===== config.mk =====
export PLATFORM = sky130hd
export DESIGN_NAME = segment_scan_capture
export DESIGN_NICKNAME = d
export VERILOG_FILES = /design/src/rtl/segment_scan_capture_pkg.sv /design/src/rtl/segment_scan_capture_decode.sv /design/src/rtl/segment_scan_capture.sv
export SDC_FILE = /design/constraint.sdc
export NUM_CORES = 1
export LEC_CHECK = 0
export ABC_AREA = 1
export CORE_MARGIN = 2
export CORE_UTILIZATION = 55
export CTS_CLUSTER_DIAMETER = 120
export DETAILED_ROUTE_END_ITERATION = 12
export HOLD_SLACK_MARGIN = 0.05
export PLACE_DENSITY = 0.9
export SLEW_MARGIN = 20
export SYNTH_ARGS = -nofsm -noshare
export SYNTH_HDL_FRONTEND = slang
export SYNTH_SLANG_ARGS = --single-unit

===== constraint.sdc =====
create_clock -name clock -period 4.6 [get_ports clock]
set_clock_uncertainty 0.1 [all_clocks]
set_input_delay 1.38 -clock clock [delete_from_list [all_inputs] [get_ports clock]]
set_output_delay 1.38 -clock clock [all_outputs]
set_load 0.02 [all_outputs]

===== src/rtl/segment_scan_capture_pkg.sv =====
// Shared constants for the 7-segment scan receiver: segment patterns,
// special decode codes and the capture FSM state encoding.
package segment_scan_capture_pkg;

    // Active-high segment patterns, bit0=a .. bit6=g
    localparam logic [6:0] SEG_0     = 7'h3F;
    localparam logic [6:0] SEG_1     = 7'h06;
    localparam logic [6:0] SEG_2     = 7'h5B;
    localparam logic [6:0] SEG_3     = 7'h4F;
    localparam logic [6:0] SEG_4     = 7'h66;
    localparam logic [6:0] SEG_5     = 7'h6D;
    localparam logic [6:0] SEG_6     = 7'h7D;
    localparam logic [6:0] SEG_7     = 7'h07;
    localparam logic [6:0] SEG_8     = 7'h7F;
    localparam logic [6:0] SEG_9     = 7'h6F;
    localparam logic [6:0] SEG_BLANK = 7'h00;

    // Codes for patterns that are not decimal digits
    localparam logic [3:0] CODE_BLANK = 4'hF;
    localparam logic [3:0] CODE_ERR   = 4'hE;

    // Capture FSM: waiting for a single enable, settling on one digit,
    // or holding after the digit of the current enable window was stored
    typedef enum logic [1:0] {
        ST_IDLE   = 2'd0,
        ST_SETTLE = 2'd1,
        ST_HOLD   = 2'd2
    } scan_state_t;

endpackage


===== src/rtl/segment_scan_capture_decode.sv =====
// Pure combinational 7-segment pattern decoder: returns the 4-bit code for a
// digit pattern, CODE_BLANK for an unlit digit and CODE_ERR plus err for
// anything else.
module seg7_pattern_decode
    import segment_scan_capture_pkg::*;
(
    input  logic [6:0] pattern,
    output logic [3:0] code,
    output logic       err
);

    // Map each known pattern to its code; unknown patterns flag an error
    always_comb begin
        code = CODE_ERR;
        err  = 1'b1;
        case (pattern)
            SEG_0:     begin code = 4'h0;       err = 1'b0; end
            SEG_1:     begin code = 4'h1;       err = 1'b0; end
            SEG_2:     begin code = 4'h2;       err = 1'b0; end
            SEG_3:     begin code = 4'h3;       err = 1'b0; end
            SEG_4:     begin code = 4'h4;       err = 1'b0; end
            SEG_5:     begin code = 4'h5;       err = 1'b0; end
            SEG_6:     begin code = 4'h6;       err = 1'b0; end
            SEG_7:     begin code = 4'h7;       err = 1'b0; end
            SEG_8:     begin code = 4'h8;       err = 1'b0; end
            SEG_9:     begin code = 4'h9;       err = 1'b0; end
            SEG_BLANK: begin code = CODE_BLANK; err = 1'b0; end
            default:   begin code = CODE_ERR;   err = 1'b1; end
        endcase
    end

endmodule


===== src/rtl/segment_scan_capture.sv =====
// Receive side of a multiplexed 7-segment display: synchronizes the segment
// and digit-enable lines, waits for each digit to settle, decodes it, and
// assembles one code per digit into a frame handed off with valid/ready.
module segment_scan_capture
    import segment_scan_capture_pkg::*;
#(
    parameter int NUM_DIGITS    = 4,
    parameter int SETTLE_CYCLES = 16,
    parameter int CNT_W         = 5
) (
    input  logic                    clock,
    input  logic                    reset,
    input  logic [6:0]              segment,
    input  logic [NUM_DIGITS-1:0]   bytee,
    output logic [4*NUM_DIGITS-1:0] frame_data,
    output logic                    frame_valid,
    input  logic                    frame_ready,
    output logic                    overrun,
    output logic                    decode_error
);

    // Two-flop synchronizers plus a one-cycle history of the synced values
    logic [6:0]            seg_s1;
    logic [6:0]            seg_s2;
    logic [6:0]            seg_p;
    logic [NUM_DIGITS-1:0] en_s1;
    logic [NUM_DIGITS-1:0] en_s2;
    logic [NUM_DIGITS-1:0] en_p;

    // FSM and settle counter
    scan_state_t           state;
    scan_state_t           state_next;
    logic [CNT_W-1:0]      cnt;

    // Shadow frame being assembled and the digits already stored in it
    logic [4*NUM_DIGITS-1:0] shadow;
    logic [NUM_DIGITS-1:0]   mask;
    logic                    frame_full;

    // Decoder results for the synced segment lines
    logic [3:0]            code;
    logic                  pat_err;

    // Conditions derived from the synced inputs
    logic                  one_hot;
    logic                  multi_hot;
    logic                  same;
    logic                  en_changed;
    logic                  settle_done;

    // FSM outputs
    logic                  cnt_load;
    logic                  cnt_inc;
    logic                  store;
    logic                  multi_err;

    seg7_pattern_decode u_decode (
        .pattern (seg_s2),
        .code    (code),
        .err     (pat_err)
    );

    assign one_hot     = (en_s2 != '0) &&
                         ((en_s2 & (en_s2 - NUM_DIGITS'(1))) == '0);
    assign multi_hot   = (en_s2 != '0) && !one_hot;
    assign same        = (seg_s2 == seg_p) && (en_s2 == en_p);
    assign en_changed  = (en_s2 != en_p);
    // cnt counts identical samples seen so far; the store happens on the
    // edge where the count would reach SETTLE_CYCLES
    assign settle_done = (cnt == CNT_W'(SETTLE_CYCLES - 1));
    assign frame_full  = &mask;

    // Synchronize the asynchronous display lines and keep the previous sample
    always_ff @(posedge clock or posedge reset) begin
        if (reset) begin
            seg_s1 <= '0;
            seg_s2 <= '0;
            seg_p  <= '0;
            en_s1  <= '0;
            en_s2  <= '0;
            en_p   <= '0;
        end else begin
            seg_s1 <= segment;
            seg_s2 <= seg_s1;
            seg_p  <= seg_s2;
            en_s1  <= bytee;
            en_s2  <= en_s1;
            en_p   <= en_s2;
        end
    end

    // FSM state register
    always_ff @(posedge clock or posedge reset) begin
        if (reset) begin
            state <= ST_IDLE;
        end else begin
            state <= state_next;
        end
    end

    // FSM next-state logic
    always_comb begin
        state_next = state;
        case (state)
            ST_IDLE: begin
                if (one_hot) begin
                    state_next = ST_SETTLE;
                end
            end
            ST_SETTLE: begin
                if (same) begin
                    if (settle_done) begin
                        state_next = ST_HOLD;
                    end
                end else if (one_hot) begin
                    state_next = ST_SETTLE;
                end else begin
                    state_next = ST_IDLE;
                end
            end
            ST_HOLD: begin
                // Segment-only changes are ignored until the enable moves on
                if (en_changed) begin
                    state_next = one_hot ? ST_SETTLE : ST_IDLE;
                end
            end
            default: state_next = ST_IDLE;
        endcase
    end

    // FSM outputs: counter control, digit store and multi-hot error
    always_comb begin
        cnt_load  = 1'b0;
        cnt_inc   = 1'b0;
        store     = 1'b0;
        multi_err = 1'b0;
        case (state)
            ST_IDLE: begin
                cnt_load  = one_hot;
                multi_err = multi_hot;
            end
            ST_SETTLE: begin
                if (same) begin
                    cnt_inc = !settle_done;
                    store   = settle_done;
                end else begin
                    cnt_load = one_hot;
                end
            end
            ST_HOLD: begin
                if (en_changed) begin
                    cnt_load  = one_hot;
                    multi_err = multi_hot;
                end
            end
            default: ;
        endcase
    end

    // Settle counter: restart at one on a new candidate, count stable samples
    always_ff @(posedge clock or posedge reset) begin
        if (reset) begin
            cnt <= '0;
        end else if (cnt_load) begin
            cnt <= CNT_W'(1);
        end else if (cnt_inc) begin
            cnt <= cnt + CNT_W'(1);
        end
    end

    // Shadow frame: store the settled digit, clear the mask once handed off
    always_ff @(posedge clock or posedge reset) begin
        if (reset) begin
            shadow <= '0;
            mask   <= '0;
        end else begin
            if (frame_full) begin
                mask <= '0;
            end
            for (int i = 0; i < NUM_DIGITS; i++) begin
                if (store && en_s2[i]) begin
                    shadow[4*i +: 4] <= code;
                    mask[i]          <= 1'b1;
                end
            end
        end
    end

    // Output register and valid/ready handshake with overrun detection
    always_ff @(posedge clock or posedge reset) begin
        if (reset) begin
            frame_data  <= '0;
            frame_valid <= 1'b0;
            overrun     <= 1'b0;
        end else begin
            if (frame_full) begin
                // A completed frame always loads; it only counts as an
                // overrun if the pending one is not being taken this cycle
                frame_data  <= shadow;
                frame_valid <= 1'b1;
                overrun     <= frame_valid && !frame_ready;
            end else begin
                overrun <= 1'b0;
                if (frame_valid && frame_ready) begin
                    frame_valid <= 1'b0;
                end
            end
        end
    end

    // Sticky error flag for unknown patterns and multi-hot enables
    always_ff @(posedge clock or posedge reset) begin
        if (reset) begin
            decode_error <= 1'b0;
        end else if (multi_err || (store && pat_err)) begin
            decode_error <= 1'b1;
        end
    end

endmodule

==> run_summary.xml <==
<?xml version="1.0" encoding="UTF-8"?>
<metrics>
  <group name="grt">
    <metric name="via_count_of_the_first_global_routing_pass" unit="">2391</metric>
    <metric name="globalRoute.totalOverflow" unit="">0</metric>
    <metric name="grt_first_pass_wirelength" unit="mm">10.0</metric>
    <metric name="grt_antenna_before_repair" unit="">0</metric>
    <metric name="maximum_number_of_pins_on_one_net_before_global_route_repair" unit="">51</metric>
    <metric name="global_route.usage.total" unit="%">20.4</metric>
  </group>
  <group name="timing">
    <metric name="maxSlewHeadroom" unit="%">59.7</metric>
    <metric name="report.final.setup_viol" unit="">0</metric>
    <metric name="timing_hold_violations_final" unit="">0</metric>
    <metric name="rsz0062_at_grt" unit="">false</metric>
    <metric name="worstMarginPinSlew" unit="ns">0.604</metric>
    <metric name="layout_worst_path_cycle_share" unit="%">60.7</metric>
    <metric name="max_freq" unit="MHz">358</metric>
    <metric name="period_needed" unit="ns">2.79</metric>
    <metric name="total_negative_slack" unit="ns">0</metric>
    <metric name="report.final.slew_viol_count" unit="">0</metric>
  </group>
  <group name="finish">
    <metric name="seq_area" unit="sq um">1980</metric>
    <metric name="finalCoreUtilization" unit="%">68.2</metric>
    <metric name="nets" unit="">417</metric>
    <metric name="insertedDiodeCount" unit="">0</metric>
    <metric name="n_fill_cell" unit="">417</metric>
    <metric name="multi_input_logic_area" unit="sq um">1110</metric>
    <metric name="ratio_of_cells_with_drive_above_1_in_the_final_layout" unit="%">8.87</metric>
    <metric name="growth_of_design_area_from_synthesis_to_finish" unit="%">18.2</metric>
  </group>
  <group name="logic_synthesis">
    <metric name="mappedNetlistArea" unit="sq um">3240</metric>
    <metric name="synth_top_cells_by_area" unit="">dfrtp_1 61%, nand2_1 17%, inv_1 3.6%</metric>
    <metric name="synth-edff-count" unit="">0</metric>
    <metric name="synth_top_flop_cell" unit="">dfrtp_1</metric>
    <metric name="seq_area_frac_synth" unit="%">61.1</metric>
    <metric name="synth_seq_cells" unit="">79</metric>
    <metric name="ys.warnings.count" unit="">0</metric>
    <metric name="yosys.area.top_type_share" unit="%">61.1</metric>
    <metric name="post_synth_inst_count" unit="">358</metric>
    <metric name="synth_nets" unit="">374</metric>
    <metric name="synth.largest_area_cell" unit="">dfrtp_1</metric>
    <metric name="asyncSetResetFlopFracSynth" unit="%">100</metric>
    <metric name="synth.avg_cell_area" unit="sq um">9.04</metric>
    <metric name="synth.distinct_cells" unit="">27</metric>
  </group>
  <group name="setup_path">
    <metric name="worst-endpoint-arrival" unit="ns">1.31</metric>
    <metric name="worstPathRequired" unit="ns">3.12</metric>
    <metric name="path_class" unit="">flop to primary output</metric>
    <metric name="worst-path-buf-inv" unit="">1</metric>
    <metric name="critical-path-slowest-cell" unit="">clkdlybuf4s50_1</metric>
    <metric name="crit_path_end_kind" unit="">primary output</metric>
    <metric name="startpoint_type" unit="">flop</metric>
    <metric name="worst-path-max-fanout" unit="">2</metric>
    <metric name="sequence_of_cells_on_the_critical_path" unit="">clkdlybuf4s50_1</metric>
    <metric name="cp_slowest_stage_delay" unit="ns">0.61</metric>
    <metric name="critical-path-top-delay-family" unit="">buffers and inverters</metric>
  </group>
  <group name="clock_tree">
    <metric name="numCtsBuffers" unit="">9</metric>
    <metric name="depth_of_the_cts_h_tree" unit="">3</metric>
    <metric name="cts.hold.buffers_added" unit="">0</metric>
    <metric name="post_cts_buffers" unit="">0</metric>
    <metric name="cts-root-buf" unit="">clkbuf_8</metric>
    <metric name="clock_sink_count" unit="">79</metric>
    <metric name="clkLatencyLatePin" unit="ns">0.34</metric>
    <metric name="resized_gates_after_cts" unit="">0</metric>
    <metric name="clk_transition_reported_paths" unit="ns">0.08</metric>
    <metric name="tritoncts" unit="">done</metric>
    <metric name="clockBufferDepth" unit="">2</metric>
  </group>
  <group name="pwr">
    <metric name="power_leakage" unit="nW">2.03</metric>
    <metric name="cellPowerDensity" unit="nW/um^2">322</metric>
    <metric name="share_clk_of_total_power" unit="%">35.2</metric>
    <metric name="pwr-share-seq" unit="%">58.9</metric>
    <metric name="comb_power_share" unit="%">6.0</metric>
    <metric name="switching_power" unit="mW">0.298</metric>
    <metric name="ir_drop" unit="mV">0.231</metric>
    <metric name="power.share.switching" unit="%">24.2</metric>
    <metric name="cell_internal_pwr" unit="mW">0.932</metric>
  </group>
  <group name="floorplan">
    <metric name="floorplan.die.width" unit="um">80.7</metric>
    <metric name="row_count" unit="">27</metric>
    <metric name="floorplan.initialDensity" unit="%">57.7</metric>
    <metric name="design.portCount" unit="">33</metric>
    <metric name="core" unit="sq um">5610</metric>
    <metric name="die_h" unit="um">80.7</metric>
    <metric name="die_area" unit="sq um">6510</metric>
  </group>
  <group name="min_path">
    <metric name="min-delay-path-class" unit="">flop to flop</metric>
  </group>
  <group name="placed_design">
    <metric name="detailed_place_hpwl" unit="mm">4.14</metric>
    <metric name="placement.io_buffers" unit="">32</metric>
    <metric name="place.gp.congestion" unit="">0.934</metric>
  </group>
  <group name="drt">
    <metric name="drt_iter0_markers" unit="">148</metric>
    <metric name="post_drt_via_cell_ratio" unit="">5.05</metric>
    <metric name="drc_errors" unit="">0</metric>
    <metric name="dr.pass1.iters" unit="">5</metric>
    <metric name="postRouteWirelength" unit="mm">5.69</metric>
    <metric name="num_vias" unit="">2414</metric>
    <metric name="antenna_violating_nets_post_route" unit="">0</metric>
    <metric name="routed_wire_length_per_instance" unit="um">11.9</metric>
  </group>
  <group name="flow_run">
    <metric name="drv_cap" unit="">0</metric>
  </group>
  <group name="outcome">
    <metric name="run_status" unit="">complete, no violations</metric>
  </group>
</metrics>
[stage by stage]
| step | area [sq um] | total power [mW] | std cells | hold slack, ns | setup WS (ns) |
|---|---|---|---|---|---|
| 2_1_floorplan | 3240 | 0.784 | 358 | 0.231 | 1.10 |
| 3_3_place_gp | 3660 | 0.807 | 462 | 0.231 | 2.18 |
| 3_5_place_dp | 3660 | 0.811 | 462 | 0.236 | 2.15 |
| 4_1_cts | 3820 | 1.24 | 478 | 0.253 | 1.80 |
| 5_1_grt | 3820 | 1.29 | 478 | 0.259 | 1.76 |
| 6_report | 3820 | 1.23 | 478 | 0.251 | 1.81 |
[logic make-up after synthesis]
kind of cell	share of synthesized area (%)
compound gates	1.70
xor+xnor	1.89
fa+ha+maj	0.773
buf+inv	4.72
flops	61.1
simple gates	29.8
[state kept, by name (all words and copies together) (netlist names)]
| name | count |
|---|---|
| en_s1 | 4 |
| state | 2 |
| en_p | 4 |
| frame_data | 16 |
| seg_s2 | 7 |
| en_s2 | 4 |
| shadow | 16 |
| decode_error | 1 |
| frame_valid | 1 |
| mask | 4 |
| seg_p | 7 |
| overrun | 1 |
| cnt | 5 |
| seg_s1 | 7 |
[power groups by stage]
stage | Clock [mW] | Sequential [mW] | Combinational, mW
final | 0.432 | 0.724 | 0.0734
after global routing | 0.475 | 0.726 | 0.0845
after CTS | 0.444 | 0.724 | 0.0743
after detailed placement | 0 | 0.738 | 0.0735
after global placement | 0 | 0.736 | 0.0704
after floorplan | 0 | 0.734 | 0.0502
[cell usage in the layout (no fill, tap or decap), types with 4 or more instances in the layout]
cell,n
clkbuf_8,9
nand2_4,4
nand3_1,15
inv_1,30
o21ai_0,8
nor2_2,4
nor2_1,27
nand4_1,6
xnor2_1,5
nand2_1,150
clkdlybuf4s50_1,32
dfrtp_1,79
inv_2,4
[cell type report]
cell class / count / share of cell area, %
multi-input cells: 239 / 28.9
well taps: 72 / 2.36
repair buffers: 35 / 8.97
clock inverters: 5 / 0.916
inverters: 37 / 3.70
clock buffers: 11 / 3.44
flip-flops and latches: 79 / 51.7
[metal layers]
layer	wire length (um)	track usage [%]	share of wire, %
met5	0	0	0
met4	148	11.0	2.6
met3	285	4.38	5.0
met2	2860	35.6	50
met1	2390	23.4	42
[Yosys cell counts, types with 2 or more instances]
master / number
a21oi_1: 2
clkbuf_1: 3
clkinv_1: 2
dfrtp_1: 79
ha_1: 2
inv_1: 31
inv_2: 3
nand2_1: 150
nand2_4: 4
nand3_1: 15
nand3b_1: 2
nand4_1: 6
nor2_1: 27
nor2_2: 4
nor2_4: 2
nor3_1: 3
o21ai_0: 8
xnor2_1: 5
xor2_1: 2
[final timing paths]
check                              startpoint            end  slack [ns]  depth (start not counted)
worst max-delay path            frame_data[4]  frame_data[4]        1.81                          1
worst min-delay path                 en_s1[0]       en_s2[0]        0.25                          0
worst max register to register         cnt[0]         cnt[3]        2.69                          8
worst min register to register       en_s1[0]       en_s2[0]        0.25                          0
max in group asynchronous               reset  frame_data[3]        2.57                          3
min in group asynchronous               reset       en_s1[0]        1.32                          3
No activity file was read; power rests on OpenSTA's default activity.
